==> src/rtl/mult_share_arb_pkg.sv <==
// Shared types and defaults for the multiplier-sharing arbiter.
// State encoding, default widths and watchdog counter sizing.
package mult_pkg;

  typedef enum logic [1:0] {
    ST_IDLE  = 2'd0,
    ST_ISSUE = 2'd1,
    ST_RUN   = 2'd2
  } arb_state_e;

  localparam int M_BITS_DEF  = 12;
  localparam int N_BITS_DEF  = 8;
  localparam int NREQ_DEF    = 4;
  localparam int TIMEOUT_DEF = 64;

  function automatic int cnt_width(input int limit);
    return (limit < 2) ? 1 : $clog2(limit + 1);
  endfunction

  localparam int TO_CNT_W = cnt_width(TIMEOUT_DEF);

endpackage

==> src/rtl/mult_share_arb_if.sv <==
// Bus between the arbiter (master) and the shared multiplier (slave).
interface mult_share_arb_if
  import mult_pkg::*;
#(
  parameter int M_BITS = M_BITS_DEF,
  parameter int N_BITS = N_BITS_DEF
) ();

  logic [M_BITS-1:0]        m_mpd;
  logic [N_BITS-1:0]        m_mpr;
  logic                     m_start;
  logic                     m_busy;
  logic [M_BITS+N_BITS-1:0] m_answer;

  modport master (
    output m_mpd, m_mpr, m_start,
    input  m_busy, m_answer
  );

  modport slave (
    input  m_mpd, m_mpr, m_start,
    output m_busy, m_answer
  );

endinterface

==> src/rtl/mult_share_arb_rr_pick.sv <==
// Combinational rotating-priority picker: first set request at or after ptr,
// wrapping modulo NREQ; returns one-hot, index and a valid flag.
module mult_rr_pick #(
  parameter int NREQ  = 4,
  parameter int IDX_W = 2
) (
  input  logic [NREQ-1:0]  req,
  input  logic [IDX_W-1:0] ptr,
  output logic [NREQ-1:0]  onehot,
  output logic [IDX_W-1:0] idx,
  output logic             valid
);

  logic [IDX_W-1:0] pos_s;

  // Scan from ptr upward; the first hit wins and later hits are masked.
  always_comb begin
    onehot = '0;
    idx    = '0;
    valid  = 1'b0;
    pos_s  = '0;
    for (int k = 0; k < NREQ; k++) begin
      pos_s = IDX_W'((int'(ptr) + k) % NREQ);
      if (!valid && req[pos_s]) begin
        valid         = 1'b1;
        idx           = pos_s;
        onehot[pos_s] = 1'b1;
      end else begin
        valid = valid;
      end
    end
  end

endmodule

==> src/rtl/mult_share_arb.sv <==
// Round-robin sequencer sharing one multiplier among NREQ requesters.
// Optional watchdog on ISSUE/RUN enabled by defining MULT_ARB_TIMEOUT_EN.
module mult_share_arb
  import mult_pkg::*;
#(
  parameter int M_BITS  = M_BITS_DEF,
  parameter int N_BITS  = N_BITS_DEF,
  parameter int NREQ    = NREQ_DEF,
  parameter int TIMEOUT = TIMEOUT_DEF
) (
  input  logic                     clk,
  input  logic                     rst,
  input  logic [NREQ-1:0]          req,
  input  logic [NREQ*M_BITS-1:0]   req_mpd,
  input  logic [NREQ*N_BITS-1:0]   req_mpr,
  output logic [NREQ-1:0]          gnt,
  output logic [NREQ-1:0]          done,
  output logic [M_BITS+N_BITS-1:0] result,
  output logic                     arb_busy,
  output logic                     err_timeout,
  mult_share_arb_if.master         mbus
);

  localparam int IDX_W = (NREQ > 1) ? $clog2(NREQ) : 1;
  localparam int R_W   = M_BITS + N_BITS;

  if (NREQ < 2)    begin : g_bad_nreq    $error("NREQ must be at least 2");    end
  if (TIMEOUT < 1) begin : g_bad_timeout $error("TIMEOUT must be at least 1"); end

  arb_state_e       state_r, state_s;
  logic [IDX_W-1:0] ptr_r, idx_r, pick_idx_s, next_ptr_s;
  logic [NREQ-1:0]  pick_oh_s, idx_oh_s;
  logic             pick_vld_s;
  logic             grant_s, complete_s, abort_s;

  logic [NREQ-1:0]   gnt_r, gnt_s, done_r, done_s;
  logic [R_W-1:0]    result_r, result_s;
  logic [M_BITS-1:0] mpd_r;
  logic [N_BITS-1:0] mpr_r;
  logic              start_r, start_s, busy_r, busy_s, err_r, err_s;

  mult_rr_pick #(.NREQ(NREQ), .IDX_W(IDX_W)) u_pick (
    .req    (req),
    .ptr    (ptr_r),
    .onehot (pick_oh_s),
    .idx    (pick_idx_s),
    .valid  (pick_vld_s)
  );

  // A busy multiplier (e.g. still finishing work discarded by reset) blocks new grants.
  assign grant_s    = (state_r == ST_IDLE) && pick_vld_s && !mbus.m_busy;
  assign complete_s = (state_r == ST_RUN) && !mbus.m_busy && !abort_s;
  assign idx_oh_s   = {{(NREQ-1){1'b0}}, 1'b1} << idx_r;

`ifdef MULT_ARB_TIMEOUT_EN
  localparam int CNT_W = cnt_width(TIMEOUT);
  logic [CNT_W-1:0] wd_cnt_r;

  // Watchdog: restarts on every state change, counts while ISSUE/RUN persists.
  always_ff @(posedge clk) begin
    if (rst) begin
      wd_cnt_r <= '0;
    end else if (state_s != state_r) begin
      wd_cnt_r <= '0;
    end else if (state_r != ST_IDLE) begin
      wd_cnt_r <= wd_cnt_r + CNT_W'(1);
    end else begin
      wd_cnt_r <= '0;
    end
  end

  assign abort_s = (state_r != ST_IDLE) && (wd_cnt_r == CNT_W'(TIMEOUT - 1));
`else
  assign abort_s = 1'b0;
`endif

  // FSM state register.
  always_ff @(posedge clk) begin
    if (rst) begin
      state_r <= ST_IDLE;
    end else begin
      state_r <= state_s;
    end
  end

  // FSM next-state logic.
  always_comb begin
    state_s = state_r;
    case (state_r)
      ST_IDLE: begin
        if (grant_s) state_s = ST_ISSUE;
        else         state_s = ST_IDLE;
      end
      ST_ISSUE: begin
        if (abort_s)           state_s = ST_IDLE;
        else if (mbus.m_busy)  state_s = ST_RUN;
        else                   state_s = ST_ISSUE;
      end
      ST_RUN: begin
        if (abort_s)           state_s = ST_IDLE;
        else if (!mbus.m_busy) state_s = ST_IDLE;
        else                   state_s = ST_RUN;
      end
      default: state_s = ST_IDLE;
    endcase
  end

  // FSM output logic: next values of the registered outputs.
  always_comb begin
    gnt_s      = '0;
    done_s     = '0;
    result_s   = result_r;
    err_s      = abort_s;
    start_s    = (state_s == ST_ISSUE);
    busy_s     = (state_s != ST_IDLE);
    next_ptr_s = ptr_r;
    if (grant_s) gnt_s = pick_oh_s;
    else         gnt_s = '0;
    if (complete_s || abort_s) begin
      done_s = idx_oh_s;
      if (idx_r == IDX_W'(NREQ - 1)) next_ptr_s = '0;
      else                            next_ptr_s = idx_r + IDX_W'(1);
    end else begin
      done_s = '0;
    end
    if (abort_s)         result_s = '0;
    else if (complete_s) result_s = mbus.m_answer;
    else                 result_s = result_r;
  end

  // Output, operand and pointer registers.
  always_ff @(posedge clk) begin
    if (rst) begin
      gnt_r    <= '0;
      done_r   <= '0;
      result_r <= '0;
      mpd_r    <= '0;
      mpr_r    <= '0;
      start_r  <= 1'b0;
      busy_r   <= 1'b0;
      err_r    <= 1'b0;
      idx_r    <= '0;
      ptr_r    <= '0;
    end else begin
      gnt_r    <= gnt_s;
      done_r   <= done_s;
      result_r <= result_s;
      start_r  <= start_s;
      busy_r   <= busy_s;
      err_r    <= err_s;
      ptr_r    <= next_ptr_s;
      if (grant_s) begin
        mpd_r <= req_mpd[int'(pick_idx_s)*M_BITS +: M_BITS];
        mpr_r <= req_mpr[int'(pick_idx_s)*N_BITS +: N_BITS];
        idx_r <= pick_idx_s;
      end
    end
  end

  assign gnt          = gnt_r;
  assign done         = done_r;
  assign result       = result_r;
  assign arb_busy     = busy_r;
  assign err_timeout  = err_r;
  assign mbus.m_mpd   = mpd_r;
  assign mbus.m_mpr   = mpr_r;
  assign mbus.m_start = start_r;

endmodule

==> src/flat_wrapper.sv <==
// flat-port wrapper written by rule: the top's interface ports become plain ports
module mult_share_arb_flat import mult_pkg::*;
#(
  parameter int M_BITS  = M_BITS_DEF,
  parameter int N_BITS  = N_BITS_DEF,
  parameter int NREQ    = NREQ_DEF,
  parameter int TIMEOUT = TIMEOUT_DEF
)
  (clk, rst, req, req_mpd, req_mpr, gnt, done, result, arb_busy, err_timeout, mbus_m_mpd, mbus_m_mpr, mbus_m_start, mbus_m_busy, mbus_m_answer);
  mult_share_arb_if #(.M_BITS(M_BITS), .N_BITS(N_BITS)) mbus_i ();
  input  logic clk;
  input  logic rst;
  input  logic [NREQ-1:0] req;
  input  logic [NREQ*M_BITS-1:0] req_mpd;
  input  logic [NREQ*N_BITS-1:0] req_mpr;
  output logic [NREQ-1:0] gnt;
  output logic [NREQ-1:0] done;
  output logic [M_BITS+N_BITS-1:0] result;
  output logic arb_busy;
  output logic err_timeout;
  output wire logic [$bits(mbus_i.m_mpd)-1:0] mbus_m_mpd;
  output wire logic [$bits(mbus_i.m_mpr)-1:0] mbus_m_mpr;
  output wire logic [$bits(mbus_i.m_start)-1:0] mbus_m_start;
  input wire logic [$bits(mbus_i.m_busy)-1:0] mbus_m_busy;
  input wire logic [$bits(mbus_i.m_answer)-1:0] mbus_m_answer;
  assign mbus_m_mpd = mbus_i.m_mpd;
  assign mbus_m_mpr = mbus_i.m_mpr;
  assign mbus_m_start = mbus_i.m_start;
  assign mbus_i.m_busy = mbus_m_busy;
  assign mbus_i.m_answer = mbus_m_answer;
  mult_share_arb #(.M_BITS(M_BITS), .N_BITS(N_BITS), .NREQ(NREQ), .TIMEOUT(TIMEOUT)) u_core (.clk(clk), .rst(rst), .req(req), .req_mpd(req_mpd), .req_mpr(req_mpr), .gnt(gnt), .done(done), .result(result), .arb_busy(arb_busy), .err_timeout(err_timeout), .mbus(mbus_i));
endmodule
==> config.mk <==
export PLATFORM = sky130hd
export DESIGN_NAME = mult_share_arb_flat
export DESIGN_NICKNAME = d
export VERILOG_FILES = /design/src/rtl/mult_share_arb_pkg.sv /design/src/rtl/mult_share_arb_if.sv /design/src/rtl/mult_share_arb_rr_pick.sv /design/src/rtl/mult_share_arb.sv /design/src/flat_wrapper.sv
export SDC_FILE = /design/constraint.sdc
export NUM_CORES = 1
export LEC_CHECK = 0
export ABC_AREA = 1
export CELL_PAD_IN_SITES_DETAIL_PLACEMENT = 0
export CELL_PAD_IN_SITES_GLOBAL_PLACEMENT = 1
export CORE_MARGIN = 2
export CORE_UTILIZATION = 25
export DETAILED_ROUTE_END_ITERATION = 7
export GPL_TIMING_DRIVEN = 0
export PLACE_DENSITY = 0.81
export SETUP_SLACK_MARGIN = 0.4
export SLEW_MARGIN = 15
export SYNTH_ARGS = -nofsm -noshare
export SYNTH_HDL_FRONTEND = slang
export SYNTH_SLANG_ARGS = --single-unit
export TNS_END_PERCENT = 100
==> constraint.sdc <==
create_clock -name clk -period 2.8 [get_ports clk]
set_input_delay 0.56 -clock clk [delete_from_list [all_inputs] [get_ports clk]]
set_output_delay 0.56 -clock clk [all_outputs]
set_load 0.02 [all_outputs]
==> results by stage, run 1 <==
GRT:
- The overall overflow remaining after global route is 0.
- The first global-routing pass estimated 18180 um of wire.
- The via count of the first global-routing pass came to 3787.
- The number of antenna violations at the first check in global routing is 0.
- Entering global routing, the biggest net connects 19 pins.
- Across every metal layer, demand over resource in global routing totals 15.63%.

Synthesis:
- The synthesis-stage register bit count is 56.
- During synthesis, Yosys emitted a total of 0 warnings.
- Yosys attributes the largest share of cell area to dfxtp_1 (33%), nor2_1 (13%), nand2_1 (12%).
- In this run the biggest area consumer among cell types represents 32.84% of the synthesized area.
- The cell type with the largest total area after synthesis is dfxtp_1.
- The post-synth net total is 644.
- Yosys mapped the design onto 34 distinct sky130hd cell types.
- Synthesis produced 528 cells.
- A synthesized cell averages 6.465 um2.
- The register area share after synthesis is 32.84%.
- The mapped netlist covers 3413 um2.

STA:
- Setup repair after global routing left no endpoint under its margin.
- The hold violation total from the final report came to 0.
- The post-layout minimum cycle time is 2.285 ns.
- Of the available clock period, the critical path in the final layout requires 81.61%.
- The post-route setup TNS is 0 ns.
- The worst clock skew is 0.003299 ns.
- The worst hold margin is 0.5079 ns.
- The final worst setup slack is 0.5150 ns.
- Based on the critical path, the design can be clocked at up to 437.6 MHz.
- The slew of the pin with the lowest slew margin is 0.4915 ns.
- The count of final max-slew check failures is 0.
- Measured against its own limit, the worst slew margin works out to 66.98%.
- The final number of setup-violating endpoints is 0.

Cells and area:
- The register area is 1129 um2.
- The end-of-flow core utilization is 42.36%.
- The fill cell instance count of the final layout is 1341.
- The share of post-route cells with drive strength above 1 is 13.43%.
- Once layout is complete, the cells apart from fillers number 891.
- The repair_antennas step left the layout with diodes totalling 0.
- For this run, the post-layout net count is 830.
- Compared with the post-synthesis result, the final layout area differs by 64.99%.
- The footprint of the multi-input gates is 1916 um2.
- The finished cells cover 5632 um2.

Detailed routing:
- The remaining design rule violation count is 0.
- Using the TritonRoute via totals, the vias-per-cell ratio works out to 4.418.
- The detailed router's first-iteration violation count is 307.
- Summed over all layers, the routed wires come to 11830 um.
- Dividing the detail-routed wire length by the instance count gives 13.27 um.
- The post-route antenna net violation count is 0.
- The first-pass detailed-route iteration total is 7.
- The total via count after detailed routing is 3936.

Placed design:
- The post-detailed-placement half-perimeter wirelength is 8910 um.
- During placement, the flow inserted port buffers numbering 155.
- The last weighted congestion value of the routability-driven placer is 0.8886.
- The cell area after placement is 5185 um2.
- The post-place setup slack is -0.03428 ns.
- In this run, placement finished with an instance count of 859.

Run:
- The max capacitance violation total is 0.

Worst setup path:
- The worst setup path is launched from an input port.
- Traced cell by cell, the critical path runs through clkdlybuf4s50_1 > inv_1 > nand2_1 > nand3_2 > nand2_4 > nor2_8 > nand3b_1 > buf_4 > nor2_1 > nor2_2 > nand3_1 > nand3_1 > nand2_1 > inv_1.
- Data on the critical path arrives at its endpoint at 2.54 ns.
- For this run, the slowest stage of the critical path takes 0.51 ns.
- The required time of the critical path is 3.05 ns.
- The type of destination of the critical path is a register.
- On the critical path, the stage with the largest delay is an instance of clkdlybuf4s50_1.
- The kind of critical path is input port to register.
- In this run the worst path has a maximum fanout of 8.

Pwr:
- Dividing total power by cell area gives a power density of 426.3 nW/um2.
- The overall power of the completed layout is 2.401 mW.
- VDD sags by at most 291.3 uV.
- The leakage power total is 2.647 nW.

CTS:
- The clock-pin transition on the worst setup and hold timing paths is 0.07 ns.
- The clock insertion delay at the later pin of the skew report is 0.30 ns.
- The CTS H-tree depth is 2.
- TritonCTS built the clock tree.
- The largest buffer count on any clock path is 2.
- The clock tree root buffer cell is clkbuf_16.
- The number of clock buffers inserted by TritonCTS is 5.
- The sink count of the clock tree is 56.
- After clock tree synthesis, the flow added hold-fix buffers numbering 0.

Floorplan:
- The initial core utilization is 25.67%.
- From left edge to right edge, the die measures 120.8 um.
- The number of rows in the core area is 42.
- The vertical die dimension is 120.8 um.
- The top-level I/O count is 158.
- The die covers 14600 um2.
- The placeable core region is 13300 um2.

Worst hold path:
- The worst hold path belongs to the class register to register.

Status:
- The run finished with clean final reports.
repair_timing:
item                       CTS  global route
setup buffers                6            16
cloned                       1             1
pin swaps                    3             9
setup endpoints to repair   28            21
resized for setup           19            20
cell type report:
type / instances / share of cell area, %
Buffer: 26 / 3.421
Clock buffer: 5 / 2.222
Inverter: 76 / 5.221
Sequential cell: 56 / 20.04
Multi-Input combinational cell: 371 / 34.01
Timing Repair Buffer: 178 / 30.79
Clock inverter: 3 / 0.3777
Tap cell: 176 / 3.910
worst max-delay path, delay by kind of cell:
family	cells	cell delay, ns
and+or+nand+nor	10	1.23
buffers and inverters	4	0.75
cells by family (layout without fill, tap and decap cells):
kind of cell,after synthesis,count (layout),synth area share [%]
adder cells (fa/ha/maj),9,9,3.299
flip-flops,56,56,32.84
AND/OR/NAND/NOR,326,327,45.27
buffers and inverters,102,288,12.90
other,1,1,0.1099
AO/OA/AOI/OAI,34,34,5.572
routing by layer:
layer	wire length, um	track usage (%)	vias up
met1	5046	18.51	1747
met3	1012	5.519	22
met5	0	0	-
met4	306	5.523	0
met2	5460	26.02	154
li1	-	-	2013
power by group:
group	switching, mW	internal, mW	total (mW)
clock network	0.320	0.335	0.655
registers	0.0325	0.851	0.883
logic	0.437	0.426	0.863
worst paths after layout:
check             slack, ns  depth (start not counted)             from                   end
hold / removal         0.51                          2  u_core.idx_r[1]       u_core.idx_r[1]
setup reg to reg       0.54                         16  u_core.ptr_r[0]  u_core.mbus.m_mpd[2]
setup / recovery       0.52                         14           req[3]  u_core.mbus.m_mpd[8]
hold reg to reg        0.51                          2  u_core.idx_r[1]       u_core.idx_r[1]
registers in the layout, summed over array words and instances, names as in the netlist:
register and flops:
u_core.state_r 2, u_core.gnt 4, u_core.arb_busy 1, u_core.idx_r 2, u_core.result 20, u_core.mbus.m_start 1, u_core.mbus.m_mpd 12, u_core.ptr_r 2
u_core.mbus.m_mpr 8, u_core.done 4
cells in the mapped netlist (all sizes together):
cell    instances
nand3b          1
nand3          55
nand2         122
conb            1
clkbuf         11
nor3b          11
a31oi           1
a211oi          1
o21bai          1
a21oi           3
o31ai           1
ha              9
a22oi           2
o211ai          1
buf            15
dfxtp          56
o41ai           1
inv            76
nand4          19
nor3            1
o21ai          23
nor2          117
placed cells by master, fill, tap and decap left out, drive strengths merged, types with 2 or more instances in the layout:
cell type	netlist	layout
clkbuf	11	16
o21ai	23	23
inv	76	76
a22oi	2	2
dfxtp	56	56
a21oi	3	3
nor2	117	117
buf	15	38
clkinvlp	0	2
ha	9	9
nor3b	11	11
nand4	19	19
clkdlybuf4s50	0	155
nand3	55	55
nand2	122	123
(Power assumes the default switching activity.)
==> run 2, diff against run 1 <==
clock period = 2.2 ns   (was 2.8 ns; I/O delays follow)
==> run 2 against run 1 <==
Compared with the run above: die area unchanged; largest cell class unchanged; critical endpoint unchanged; final cell count is 2.6% higher; highest routed layer unchanged; sequential share of layout area decreased by 2.5 points; first-iteration DRC count fell by 27%; worst hold slack better by 0.0095 ns; largest power group is now combinational cells; final area up 14%.
==> results by stage, run 2 (synthesis results as in run 1) <==
Status:
- The flow ran to the end, and the final reports show no timing, DRC or antenna violations.

Pwr:
- Dividing total power by cell area gives a power density of 534.3 nW/um2.
- Of the total power, combinational logic draws 43.0%.
- The worst-case IR drop observed on VDD is 353.7 uV.
- The leakage power total is 2.939 nW.
- The net switching power of the design is 1.144 mW.
- In this run, the clock network consumes 24.0% of the power.
- The fraction of power spent switching nets is 33.34%.
- The share of total power dissipated in sequential elements is 33.0%.
- The total internal power is 2.288 mW.

CTS:
- Clock-pin slew was measured on the worst setup and hold paths at 0.08 ns.
- The number of hold buffers added after CTS was 0.
- In this run, CTS created clock tree buffers numbering 5.
- The root buffer cell chosen for the clock tree is clkbuf_16.
- For the worst-skew pair, the clock arrives at the later sink with an insertion delay of 0.30 ns.
- The TritonCTS clock tree is yes.
- In this run the number of H-tree levels came out at 2.
- The sink count of the clock tree is 56.
- The largest buffer count on any clock path is 2.

Detailed routing:
- The total length of routed met3 wires is 1184 um.
- For this block, the via count after detailed routing is 4085.
- After the first detailed-routing iteration, the DRC count stood at 224.
- Before antenna repair, the detailed router went through 7 iterations.
- After detailed routing, the number of vias per cell comes to 4.469.
- The top metal layer carrying routed signals is met4.
- The routed design uses 6093 um of met2 wire.
- The detailed router put a total of 5460 um of wire on met1.
- After detailed routing, the number of remaining DRC violations is 0.
- The final wirelength is 13030 um.
- Dividing the detail-routed wire length by the instance count gives 14.25 um.
- The post-route antenna net violation count is 0.

STA:
- The count of final max-slew check failures is 0.
- The worst hold margin is 0.5174 ns.
- The period utilization is 99.54%.
- The routed design could run at a clock period as short as 2.190 ns.
- The hold violation total from the final report is 0.
- Setup repair after global routing could not meet its margin everywhere.
- For the final database, setup skew stands at 0.006808 ns.
- Setup violations remaining at the end of the flow were counted as 0.
- For the pin with the worst max-slew slack, the measured transition is 0.5386 ns.
- Timing would allow up to 456.6 MHz.
- The remaining max-slew budget at the tightest pin is 64.09%.
- The final worst setup slack is 0.01011 ns.

Floorplan:
- The vertical die dimension is 120.8 um.
- In this run the core area contains 42 standard-cell rows.
- The die extent in x is 120.8 um.
- The placeable core region is 13300 um2.
- The area of the die is 14600 um2.
- 158 I/O pins were placed.
- The initial utilization of the core area, before any placement, comes to 25.67%.

Placed design:
- During placement, the flow inserted port buffers numbering 155.
- The wire-length estimate of the detail-placed layout is 8844 um.
- The last weighted congestion value of the routability-driven placer is 0.8751.
- Timing analysis after detailed placement gives a worst setup slack of -0.4139 ns.

Worst setup path:
- The depth of the worst register-to-register path is 17.
- The kind of start point of the critical path is an input port.
- Of all nets on the critical path, the largest fanout is 5.
- The worst setup path is captured at a register.
- The kind of critical path is input port to register.
- Data on the critical path is required at its endpoint by 2.41 ns.
- The arrival time at the worst endpoint is 2.40 ns.

Cells and area:
- In the layout the commonest cells are clkdlybuf4s50_1 (154), nor2_1 (100), nand2_1 (84), inv_1 (69), dfxtp_1 (54).
- Leaving out fill and tap cells, the most frequent cell in the layout is clkdlybuf4s50_1.
- Of the cells placed in the final design, the portion with a size suffix greater than 1 is 24.53%.
- 0 antenna diodes ended up in the layout.
- The final-stage net count is 853.
- The number of flip-flops in the largest register is 20.
- The layout overhead on the synthesized area is 88.20%.

GRT:
- The first-pass GRT wire length is 19550 um.
- The overall fraction of global-route tracks in use is 16.80%.
- The via count of the first global-routing pass is 3958.
- The number of antenna violations at the first check in global routing is 0.
- The overall overflow remaining after global route is 0.
- Entering global routing, the biggest net connects 19 pins.

Worst hold path:
- Along the worst hold path, the cell count comes to 2.
- The classification of the worst-slack hold path is register to register.

Run:
- Across the run, the number of max-cap violations was 0.
## run 2: changes by cell type in the layout (fill, tap and decap cells not counted), moves of 6 or more
cell and change:
nand3_1 -20, nand2_4 +6, nand3_2 +19, nand2_2 +15, nor2_1 -12, nand2_1 -22, buf_12 +6, nor2_4 +7
## run 2: worst paths after layout
| path | start | endpoint | slack, ns |
|---|---|---|---|
| max | req[2] | u_core.mbus.m_mpd[8] | 0.01 |
| min | u_core.result[19] | u_core.result[19] | 0.52 |
| max reg2reg | u_core.ptr_r[0] | u_core.mbus.m_mpd[8] | 0.02 |
| min reg2reg | u_core.result[19] | u_core.result[19] | 0.52 |
## run 2: power by group through the flow
stage / clock network (mW) / logic, mW / registers (mW)
after detailed placement: 0 / 1.01 / 1.15
final: 0.824 / 1.48 / 1.13
after global routing: 0.897 / 1.58 / 1.14
after CTS: 0.867 / 1.31 / 1.12
after floorplan: 0 / 0.490 / 1.22
after global placement: 0 / 1.01 / 1.15
## run 2: layout make-up
type / instances / area, um2
multi-input cells: 370 / 2228
repair buffers: 202 / 2121
fillers: 1274 / 6872
plain buffers: 26 / 264.0
inverters: 76 / 315.3
flip-flops and latches: 56 / 1129
well taps: 176 / 220.2
clock buffers: 5 / 125.1
clock inverters: 3 / 21.27
## run 2: critical path, stage by stage
cell and delay [ns]:
clkdlybuf4s50_1 0.49, inv_1 0.06, nand2_2 0.10, nand2_1 0.07, nand2_1 0.10, nand2_4 0.11, o21bai_4 0.16, nand2_2 0.12
nand3_4 0.14, buf_6 0.11, buf_6 0.12, nand2_2 0.05, nand3_1 0.10, nand3_2 0.12, nand2_1 0.08, inv_1 0.04
## run 2: layer usage
| layer | vias to the layer above | GRT usage, % |
|---|---|---|
| met5 | - | 0 |
| met4 | 0 | 5.596 |
| met3 | 20 | 5.896 |
| met2 | 151 | 27.49 |
| met1 | 1845 | 20.45 |
| li1 | 2069 | - |
## run 2: timing repair
action | CTS | global route
gates cloned | 8 | 4
hold endpoints to repair | 0 | 0
resized for setup | 94 | 54
endpoints found under the setup margin | 49 | 48
pin swaps | 26 | 34
setup buffers | 27 | 8
## run 2: through the flow
| stage | util, % | power [mW] | cell area (um2) | cells | setup TNS [ns] |
|---|---|---|---|---|---|
| finish | 48.32 | 3.432 | 6424 | 914 | 0 |
| global route | 48.32 | 3.618 | 6424 | 914 | -1.160 |
| CTS | 45.37 | 3.304 | 6032 | 902 | -0.01802 |
| detailed placement | 39.35 | 2.164 | 5231 | 859 | -7.883 |
| global placement | 39.35 | 2.157 | 5231 | 859 | -7.941 |
| floorplan | - | 1.712 | 3460 | 528 | 0 |
